===== src/rtl/j1_uart.sv =====
// j1_uart: memory-mapped 8N1 UART for the J1 CPU.
// TX/RX FIFOs, programmable divisor, loopback and level irq.

module j1_uart_fifo #(
  parameter int AW = 4
) (
  input  logic       clk,
  input  logic       rst_n,
  input  logic       push,
  input  logic [7:0] din,
  input  logic       pop,
  output logic [7:0] dout,
  output logic       empty,
  output logic       full,
  output logic       accept
);

  localparam int DEPTH = 1 << AW;

  logic [7:0]  mem [DEPTH];
  logic [AW:0] wptr;
  logic [AW:0] rptr;
  logic        do_pop;
  logic        do_push;

  assign empty   = (wptr == rptr);
  assign full    = (wptr[AW] != rptr[AW]) &&
                   (wptr[AW-1:0] == rptr[AW-1:0]);
  assign do_pop  = pop && !empty;
  assign do_push = push && (!full || do_pop);
  assign accept  = do_push;
  assign dout    = empty ? 8'h00 : mem[rptr[AW-1:0]];

  // pointers wrap naturally over AW+1 bits
  always_ff @(posedge clk or negedge rst_n) begin
    if (!rst_n) begin
      wptr <= '0;
      rptr <= '0;
    end else begin
      if (do_push) wptr <= wptr + 1'b1;
      if (do_pop)  rptr <= rptr + 1'b1;
    end
  end

  // storage array, contents need no reset
  always_ff @(posedge clk) begin
    if (do_push) mem[wptr[AW-1:0]] <= din;
  end

endmodule

module j1_uart #(
  parameter logic [15:0] BASE_ADDR = 16'h4000,
  parameter logic [15:0] BAUD_DIV  = 16'd434,
  parameter int          FIFO_AW   = 4
) (
  input  logic        sys_clk_i,
  input  logic        sys_rst_n_i,
  input  logic        io_rd_i,
  input  logic        io_wr_i,
  input  logic [15:0] io_addr_i,
  input  logic [15:0] io_data_i,
  output logic [15:0] io_data_o,
  input  logic        uart_rx_i,
  output logic        uart_tx_o,
  output logic        irq_o
);

  typedef enum logic [1:0] {
    S_IDLE,
    S_START,
    S_DATA,
    S_STOP
  } ser_state_t;

  logic        hit;
  logic [1:0]  sel;
  logic        wr_data;
  logic        wr_stat;
  logic        wr_div;
  logic        wr_ctrl;
  logic        rd_data;
  logic        unused_ok;

  logic [15:0] div_q;
  logic [15:0] div_eff;
  logic [1:0]  ctrl_q;
  logic        rx_ovf_q;
  logic        rx_ferr_q;
  logic        tx_ovf_q;

  logic [7:0]  tx_head;
  logic        tx_fempty;
  logic        tx_full;
  logic        tx_acc;
  logic        tx_pop;
  logic        tx_empty;

  logic [7:0]  rx_head;
  logic        rx_fempty;
  logic        rx_full;
  logic        rx_acc;
  logic        rx_push;
  logic        rx_valid;
  logic        rx_ferr_set;
  logic        rx_ovf_set;
  logic        tx_ovf_set;

  ser_state_t  tx_state;
  ser_state_t  tx_state_d;
  logic [15:0] tx_cnt;
  logic [15:0] tx_cnt_d;
  logic [2:0]  tx_bit;
  logic [2:0]  tx_bit_d;
  logic [7:0]  tx_sh;
  logic [7:0]  tx_sh_d;
  logic [15:0] tx_div;
  logic [15:0] tx_div_d;
  logic        tx_q;
  logic        tx_line_d;
  logic        tx_tick;

  ser_state_t  rx_state;
  ser_state_t  rx_state_d;
  logic [15:0] rx_cnt;
  logic [15:0] rx_cnt_d;
  logic [2:0]  rx_bit;
  logic [2:0]  rx_bit_d;
  logic [7:0]  rx_sh;
  logic [7:0]  rx_sh_d;
  logic [15:0] rx_div;
  logic [15:0] rx_div_d;
  logic [1:0]  rx_sync;
  logic        rx_prev;
  logic        rx_in;
  logic        rx_s;
  logic        rx_tick;
  logic        rx_half;

  assign hit       = (io_addr_i[15:3] == BASE_ADDR[15:3]);
  assign sel       = io_addr_i[2:1];
  assign wr_data   = io_wr_i && hit && (sel == 2'd0);
  assign wr_stat   = io_wr_i && hit && (sel == 2'd1);
  assign wr_div    = io_wr_i && hit && (sel == 2'd2);
  assign wr_ctrl   = io_wr_i && hit && (sel == 2'd3);
  assign rd_data   = io_rd_i && hit && (sel == 2'd0);
  assign unused_ok = io_addr_i[0];

  assign div_eff  = (div_q < 16'd4) ? 16'd4 : div_q;
  assign tx_empty = tx_fempty && (tx_state == S_IDLE);
  assign rx_valid = !rx_fempty;
  assign irq_o    = rx_valid || (tx_empty && ctrl_q[0]);
  assign uart_tx_o = tx_q;

  assign tx_ovf_set = wr_data && !tx_acc;
  assign rx_ovf_set = rx_push && !rx_acc;

  j1_uart_fifo #(.AW(FIFO_AW)) u_tx_fifo (
    .clk    (sys_clk_i),
    .rst_n  (sys_rst_n_i),
    .push   (wr_data),
    .din    (io_data_i[7:0]),
    .pop    (tx_pop),
    .dout   (tx_head),
    .empty  (tx_fempty),
    .full   (tx_full),
    .accept (tx_acc)
  );

  j1_uart_fifo #(.AW(FIFO_AW)) u_rx_fifo (
    .clk    (sys_clk_i),
    .rst_n  (sys_rst_n_i),
    .push   (rx_push),
    .din    (rx_sh_d),
    .pop    (rd_data),
    .dout   (rx_head),
    .empty  (rx_fempty),
    .full   (rx_full),
    .accept (rx_acc)
  );

  // combinational register read mux, zero when not selected
  always_comb begin
    io_data_o = 16'h0000;
    if (hit) begin
      unique case (1'b1)
        sel == 2'd0: io_data_o = {7'b0, rx_valid, rx_head};
        sel == 2'd1: io_data_o = {10'b0, tx_ovf_q, rx_ferr_q,
                                  rx_ovf_q, rx_valid,
                                  tx_empty, tx_full};
        sel == 2'd2: io_data_o = div_q;
        sel == 2'd3: io_data_o = {14'b0, ctrl_q};
      endcase
    end
  end

  // control registers and sticky flags, set beats clear
  always_ff @(posedge sys_clk_i or negedge sys_rst_n_i) begin
    if (!sys_rst_n_i) begin
      div_q     <= BAUD_DIV;
      ctrl_q    <= 2'b00;
      rx_ovf_q  <= 1'b0;
      rx_ferr_q <= 1'b0;
      tx_ovf_q  <= 1'b0;
    end else begin
      if (wr_div)  div_q  <= io_data_i;
      if (wr_ctrl) ctrl_q <= io_data_i[1:0];
      rx_ovf_q  <= rx_ovf_set ||
                   (rx_ovf_q && !(wr_stat && io_data_i[3]));
      rx_ferr_q <= rx_ferr_set ||
                   (rx_ferr_q && !(wr_stat && io_data_i[4]));
      tx_ovf_q  <= tx_ovf_set ||
                   (tx_ovf_q && !(wr_stat && io_data_i[5]));
    end
  end

  assign tx_tick = (tx_cnt == tx_div - 16'd1);

  // transmitter next state; frames chain directly from STOP
  always_comb begin
    tx_state_d = tx_state;
    tx_cnt_d   = tx_cnt + 16'd1;
    tx_bit_d   = tx_bit;
    tx_sh_d    = tx_sh;
    tx_div_d   = tx_div;
    tx_pop     = 1'b0;
    tx_line_d  = 1'b1;
    unique case (tx_state)
      S_IDLE: begin
        tx_cnt_d = 16'd0;
        if (!tx_fempty) begin
          tx_pop     = 1'b1;
          tx_sh_d    = tx_head;
          tx_div_d   = div_eff;
          tx_state_d = S_START;
        end
      end
      S_START: begin
        if (tx_tick) begin
          tx_cnt_d   = 16'd0;
          tx_bit_d   = 3'd0;
          tx_state_d = S_DATA;
        end
      end
      S_DATA: begin
        if (tx_tick) begin
          tx_cnt_d = 16'd0;
          tx_sh_d  = {1'b0, tx_sh[7:1]};
          tx_bit_d = tx_bit + 3'd1;
          if (tx_bit == 3'd7) tx_state_d = S_STOP;
        end
      end
      S_STOP: begin
        if (tx_tick) begin
          tx_cnt_d = 16'd0;
          if (!tx_fempty) begin
            tx_pop     = 1'b1;
            tx_sh_d    = tx_head;
            tx_div_d   = div_eff;
            tx_state_d = S_START;
          end else begin
            tx_state_d = S_IDLE;
          end
        end
      end
    endcase
    unique case (tx_state_d)
      S_IDLE:  tx_line_d = 1'b1;
      S_START: tx_line_d = 1'b0;
      S_DATA:  tx_line_d = tx_sh_d[0];
      S_STOP:  tx_line_d = 1'b1;
    endcase
  end

  // transmitter state and registered line
  always_ff @(posedge sys_clk_i or negedge sys_rst_n_i) begin
    if (!sys_rst_n_i) begin
      tx_state <= S_IDLE;
      tx_cnt   <= 16'd0;
      tx_bit   <= 3'd0;
      tx_sh    <= 8'h00;
      tx_div   <= 16'd4;
      tx_q     <= 1'b1;
    end else begin
      tx_state <= tx_state_d;
      tx_cnt   <= tx_cnt_d;
      tx_bit   <= tx_bit_d;
      tx_sh    <= tx_sh_d;
      tx_div   <= tx_div_d;
      tx_q     <= tx_line_d;
    end
  end

  assign rx_in = ctrl_q[1] ? tx_q : uart_rx_i;
  assign rx_s  = rx_sync[1];

  // two-flop synchronizer plus edge history
  always_ff @(posedge sys_clk_i or negedge sys_rst_n_i) begin
    if (!sys_rst_n_i) begin
      rx_sync <= 2'b11;
      rx_prev <= 1'b1;
    end else begin
      rx_sync <= {rx_sync[0], rx_in};
      rx_prev <= rx_s;
    end
  end

  assign rx_tick = (rx_cnt == rx_div - 16'd1);
  assign rx_half = (rx_cnt == {1'b0, rx_div[15:1]} - 16'd1);

  // receiver next state: mid-bit sampling, glitch reject
  always_comb begin
    rx_state_d  = rx_state;
    rx_cnt_d    = rx_cnt + 16'd1;
    rx_bit_d    = rx_bit;
    rx_sh_d     = rx_sh;
    rx_div_d    = rx_div;
    rx_push     = 1'b0;
    rx_ferr_set = 1'b0;
    unique case (rx_state)
      S_IDLE: begin
        rx_cnt_d = 16'd0;
        if (rx_prev && !rx_s) begin
          rx_div_d   = div_eff;
          rx_state_d = S_START;
        end
      end
      S_START: begin
        if (rx_half) begin
          rx_cnt_d   = 16'd0;
          rx_bit_d   = 3'd0;
          rx_state_d = rx_s ? S_IDLE : S_DATA;
        end
      end
      S_DATA: begin
        if (rx_tick) begin
          rx_cnt_d = 16'd0;
          rx_sh_d  = {rx_s, rx_sh[7:1]};
          rx_bit_d = rx_bit + 3'd1;
          if (rx_bit == 3'd7) rx_state_d = S_STOP;
        end
      end
      S_STOP: begin
        if (rx_tick) begin
          rx_cnt_d    = 16'd0;
          rx_push     = rx_s;
          rx_ferr_set = !rx_s;
          rx_state_d  = S_IDLE;
        end
      end
    endcase
  end

  // receiver state registers
  always_ff @(posedge sys_clk_i or negedge sys_rst_n_i) begin
    if (!sys_rst_n_i) begin
      rx_state <= S_IDLE;
      rx_cnt   <= 16'd0;
      rx_bit   <= 3'd0;
      rx_sh    <= 8'h00;
      rx_div   <= 16'd4;
    end else begin
      rx_state <= rx_state_d;
      rx_cnt   <= rx_cnt_d;
      rx_bit   <= rx_bit_d;
      rx_sh    <= rx_sh_d;
      rx_div   <= rx_div_d;
    end
  end

endmodule


===== config.mk =====
export PLATFORM = sky130hd
export DESIGN_NAME = j1_uart
export DESIGN_NICKNAME = d
export VERILOG_FILES = /design/src/rtl/j1_uart.sv
export SDC_FILE = /design/constraint.sdc
export NUM_CORES = 1
export LEC_CHECK = 0
export CAP_MARGIN = 20
export CORE_MARGIN = 5
export CORE_UTILIZATION = 40
export DETAILED_ROUTE_END_ITERATION = 8
export PLACE_DENSITY = 0.65
export REMOVE_ABC_BUFFERS = 1
export SYNTH_ARGS = -nofsm -noshare
export SYNTH_HDL_FRONTEND = slang
export SYNTH_SLANG_ARGS = --single-unit

===== constraint.sdc =====
create_clock -name sys_clk_i -period 4.3 [get_ports sys_clk_i]
set_input_delay 1.075 -clock sys_clk_i [delete_from_list [all_inputs] [get_ports sys_clk_i]]
set_output_delay 1.075 -clock sys_clk_i [all_outputs]
set_load 0.01 [all_outputs]

**After elaboration in Yosys (flattened, before gate mapping)**

Memory sizes are Yosys's and may differ from the RTL's.
Cells that the tools add are included.

- Memories kept: 2
- Bits of input ports: 37
- Bits in registers: 135
- Word-level logic and storage cells: 177
- Bits in writable memories: 256

- Multiplexer cells: 51
- Add/sub/neg operators: 11
- Reductions and logical operators: 57
- Order comparisons: 1
- Equality and inequality tests: 32

Memory list:

| memory | words | width | read ports | clocked after Yosys merged registers in | wr ports | line | RTL |
|---|---|---|---|---|---|---|---|
| u_rx_fifo.mem | 16 | 8 | 1 | 0 | 1 | 20 | `logic [7:0] mem [DEPTH];` |
| u_tx_fifo.mem | 16 | 8 | 1 | 0 | 1 | 20 |  |

Operators with widths:

| kind | count |
|---|---|
| 16-bit two-way mux | 7 |
| 16-bit one-hot mux with 2 select lines | 2 |
| 16-bit one-hot mux with 4 select lines | 1 |
| 16-bit equality test | 3 |
| 8-bit two-way mux | 6 |
| 16-bit one-hot mux with 3 select lines | 1 |
| 16-bit by 1-bit adder with 16-bit output (second input constant) | 2 |
| 16-bit by 1-bit subtractor with 16-bit output (second input constant) | 2 |
| 1-bit logical AND | 24 |
| 8-bit one-hot mux with 3 select lines | 1 |
| 2-bit two-way mux | 11 |
| 5-bit by 1-bit adder with 5-bit output (second input constant) | 4 |
| 2-bit equality test (second input constant) | 8 |
| 16-bit by 3-bit less-than comparator with 1-bit output (second input constant) | 1 |
| 2-bit inequality test (second input constant) | 8 |
| 2-bit one-hot mux with 4 select lines | 2 |
| 15-bit by 1-bit subtractor with 16-bit output (second input constant) | 1 |
| 13-bit by 12-bit equality test with 1-bit output (second input constant) | 1 |
| 1-bit two-way mux | 12 |
| 3-bit two-way mux | 4 |
| 3-bit one-hot mux with 2 select lines | 2 |
| 5-bit equality test | 2 |
| 1-bit logical NOT | 10 |
| 3-bit AND reduction | 3 |
| other kinds (15) | 34 |

**Depth between registers and ports, before layout**

- Depth in word-level cells: 10
- Depth in mapped cells: 15

**Modules after synthesis**

From an unflattened synthesis, not the netlist that was laid out.

- Cell total of the unflattened synthesis: 1267
- Area, all modules: 18022.3 µm²

By module, submodules not included:

| module | times used | area each (µm²) | cells each |
|---|---|---|---|
| j1_uart | 1 | 6989.2 | 724 |
| j1_uart_fifo (u_rx_fifo) | 1 | 5547.8 | 273 |
| j1_uart_fifo (u_tx_fifo) | 1 | 5485.3 | 270 |

**Worst setup path after synthesis**

Ideal clock, no wire load.

- Path type: reg2reg
- Start: reg tx_div[3]
- End: mem u_tx_fifo.mem[7][0] (enable)
- Setup slack: 0.507 ns
- Data arrival time: 3.399 ns
- Library setup time: 0.395 ns
- Data required time: 3.905 ns
- Cell stages (with the launch flop): 12
- Clock period less this slack: 3.793 ns
- Buffers on the path: 3
- Cells stage by stage: dfrtp_1 > or4_1 > buf_2 > nor4_2 > xnor2_1 > and4_1 > and4_1 > buf_4 > a21o_1 > a21oi_2 > buf_4 > nor4_1

- Word-level cells in the longest chain between the ends: 9

Ends and longest elaborated chain:

| element | line | RTL |
|---|---|---|
| from (decl) | 117 | `logic [15:0] tx_div;` |
| from (signal assigned) | 289 | `tx_div <= tx_div_d;` |
| 16-bit by 1-bit subtractor with 16-bit output | 217 | `assign tx_tick = (tx_cnt == tx_div - 16'd1);` |
| 16-bit equality test | 217 |  |
| 1-bit two-way mux | 254 | `if (tx_tick) begin` |
| 1-bit one-hot mux with 2 select lines | 228 | `unique case (tx_state)` |
| 1-bit logical AND | 29 | `assign do_pop = pop && !empty;` |
| 1-bit logical OR | 30 | `assign do_push = push && (!full \|\| do_pop);` |
| 1-bit logical AND | 30 |  |
| 1-bit two-way mux | 47 | `if (do_push) mem[wptr[AW-1:0]] <= din;` |
| 1-bit two-way mux (implied by the code) | 47 |  |
| to (decl) | 20 |  |

Every way passes these cells.

**Worst setup path after layout**

- Start: in io_addr_i[10]
- End: out io_data_o[2]

- Word-level cells in the longest chain between the ends: 2

Ends and longest elaborated chain:

| element | line | RTL |
|---|---|---|
| from (decl) | 61 | `input logic [15:0] io_addr_i,` |
| 13-bit by 12-bit equality test with 1-bit output | 140 | `assign hit = (io_addr_i[15:3] == BASE_ADDR[15:3]);` |
| 16-bit two-way mux | 185 | `if (hit) begin` |
| to (decl) | 63 | `output logic [15:0] io_data_o,` |

Every way passes these cells.

==> flow_summary.toml <==
[routing]
drtAntennaViolNets = 0
wl_per_cell_um = 19.3
drt-total-wl_um = 38700
routed-via-count = 10700
firstDrtPassIters = 5
via_per_inst = 5.33
drcViolationCount = 0
first_iter_violations = 852

[floorplanning]
core_sq_mm = 0.0452
dieArea_sq_mm = 0.0498
die_y_um = 223
row_count = 78
die_width_um = 223
start_util_pct = 40.2
io_pins = 55

[synth]
synth_top_family_by_area = "multiplexers"
synth-compound-area-share_pct = 4.20
yosys_register_bits = 391
synthCells = 1284
ys_seq_area_share_pct = 60.9
synth_adder_area_share_pct = 1.93
async_flop_share_pct = 34.5
synth_xor_area_share_pct = 5.73
synth-simple-area-share_pct = 11.8
ys_warn_count = 0
synth_top_flop_cell = "edfxtp_1"
synth_area_sq_mm = 0.0182
synth_edf_count = 256
synthMuxAreaShare_pct = 13.2
synth.avg_cell_area_sq_um = 14.2
synth_cell_types = 77

[timing]
fin_skew_ns = 0.0155
slew_viol_final = 0
period_share_pct = 97.5
timing.hold.ws_ns = 0.357
rsz0062_at_grt = "false"
max_freq_mhz = 238
setup_tns_ns = 0
relSlewSlack_pct = 45.0
setup_viol = 0
tightest_slew_ns = 0.824
min_period_ns = 4.19
finalHoldViolations = 0
setup_slack_ns = 0.106

[global_routing]
grt_pass1_wl_um = 62500
grtUsageTotal_pct = 15.7
grt.overflow.total = 0
grt_max_degree = 79
grt_pass1_vias = 11000
antenna_found_initial = 1

[clock_network]
clockRootBuffer = "clkbuf_16"
clock_path_buffers = 3
cts_tree = "done"
cts_buffers = 41
clk_latency_ns = 0.57
cts.sinks = 391
ctsHoldBuffers = 0
htree_levels = 2
path_clk_slew_ns = 0.06

[cells_and_area]
layout_common_cells = "edfxtp_1, dfrtp_1, nand2_1"
area_growth_pct = 15.8
seqCellArea_sq_mm = 0.0111
utilization_pct = 46.6
fill_cells = 3888
multi_input_area_sq_mm = 0.00673
final_nets = 1438
final_common_cell = "edfxtp_1"
drive_gt1_share_pct = 21.3

[placed_design]
io_buffers = 53
hpwlAfterDp_um = 26300
gp_congestion = 0.842
pre_cts_slack_ns = -0.0359

[worst_setup_path]
cpMostUsedCell = "buf_4"
worstSetupStartpointType = "input port"
crit_arrival_ns = 3.12
max_stage_delay_ns = 0.53
crit_slowest_cell = "clkdlybuf4s50_1"
critical_path.max_fanout = 10
crit_path_end_kind = "primary output"
cp_cell_sequence = "clkdlybuf4s50_1 > nor4_4 > nand4_1 > buf_4 > buf_4 > a21oi_1 > buf_4 > clkdlybuf4s50_1"
worstSetupPathType = "input port to primary output"
required_ns = 3.22

[status]
outcome = "complete, no violations"

[power]
power.density_mw_per_mm2 = 455
worst_ir_drop_vdd_v = 0.000311
power_mw = 9.58
p_leak_nw = 7.97

[run]
cap_violations = 0

[min_path]
hold_path.class = "flop to flop"
[metrics by stage]
step / cells / instance area [sq um]
floorplan: 1215 / 17900
global placement: 1926 / 19600
detailed placement: 1926 / 19600
CTS: 2003 / 21000
global route: 2004 / 21100
finish: 2004 / 21100
[path summary, 6_finish.rpt]
check	slack (ns)	cells past startpoint	end	start
hold reg to reg	0.36	0	rx_sync[1]	rx_sync[0]
setup / recovery	0.11	8	io_data_o[2]	io_addr_i[10]
min in group asynchronous	0.57	1	tx_div[10]	sys_rst_n_i
max in group asynchronous	2.92	2	div_q[7]	sys_rst_n_i
setup reg to reg	0.34	12	u_rx_fifo.mem[0][0]	rx_div[1]
hold / removal	0.36	0	rx_sync[1]	rx_sync[0]
[where the power goes]
group | switching (mW) | internal [mW]
Combinational | 0.994 | 0.890
Sequential | 0.0802 | 4.09
Clock | 1.48 | 2.04
Total | 2.56 | 7.02
[synth_stat cells, drive strengths merged (3+ instances only)]
| master | n | share of area [%] |
|---|---|---|
| buf | 24 | 0.73 |
| ha | 28 | 1.9 |
| a211oi | 5 | 0.23 |
| o21ai | 30 | 0.83 |
| dfstp | 11 | 1.6 |
| a21oi | 25 | 0.77 |
| nor3 | 24 | 0.74 |
| o21a | 4 | 0.17 |
| nand4 | 19 | 0.82 |
| mux2i | 4 | 0.22 |
| and3 | 29 | 1.0 |
| o31a | 3 | 0.14 |
| a21o | 5 | 0.21 |
| nand2 | 101 | 2.1 |
| mux4 | 80 | 9.9 |
| nand3b | 4 | 0.17 |
| clkbuf | 45 | 0.93 |
| inv | 30 | 0.62 |
| nand2b | 12 | 0.41 |
| or4 | 4 | 0.21 |
| nor2b | 15 | 0.52 |
| nor2 | 75 | 1.6 |
| mux2 | 49 | 3.0 |
| o31ai | 6 | 0.25 |
| nand3 | 40 | 1.1 |
| and2 | 17 | 0.61 |
| a21boi | 3 | 0.12 |
| dfrtp | 124 | 17 |
| xor2 | 42 | 2.0 |
| a31oi | 4 | 0.14 |
| xnor2 | 77 | 3.7 |
| or3 | 8 | 0.28 |
| nor4 | 35 | 1.4 |
| edfxtp | 256 | 42 |
| nor3b | 7 | 0.38 |
| a22oi | 5 | 0.21 |
[kinds of logic (layout without fill, tap and decap cells)]
family                   after synthesis  in the layout
AND/OR/NAND/NOR                      401            401
flip-flops                           391            391
multiplexers                         133            133
XOR/XNOR                             119            119
AO/OA/AOI/OAI                        113            113
buffers and inverters                 99            218
adder cells (fa/ha/maj)               28             28
other                                  0              1
[timing repair]
action | in CTS | in global routing
buffers inserted | 3 | 0
gates cloned | 1 | 0
endpoints found under the hold margin | 0 | 0
resized for setup | 5 | 6
setup endpoints to repair | 4 | 4
[per-layer routing]
metal	up-vias	routed length (um)	GRT usage, %
met5	-	0	0
met4	0	1020	5.18
met3	60	1840	2.63
met2	232	18300	24.9
met1	5408	17600	22.2
li1	4991	-	-
[layout make-up]
cell class / instances / share of cell area (%)
well taps: 600 / 3.56
clock buffers: 52 / 5.31
clock inverters: 21 / 1.04
diodes: 1 / 0.0119
repair buffers: 115 / 4.98
inverters: 30 / 0.535
flip-flops and latches: 391 / 52.6
multi-input cells: 794 / 31.9
[sequential cells by signal, indices dropped and copies added, names as in the netlist, 16 cells and up, named ones only]
register	cells
rx_cnt	16
tx_div	16
div_q	16
u_tx_fifo.mem	128
rx_div	16
tx_cnt	16
u_rx_fifo.mem	128
[critical path, delay by kind of cell]
kind,cells,cell delay [ns]
AO/OA/AOI/OAI,1,0.14
buffers and inverters,5,1.46
AND/OR/NAND/NOR,2,0.42
No activity file was read; power rests on OpenSTA's default activity.
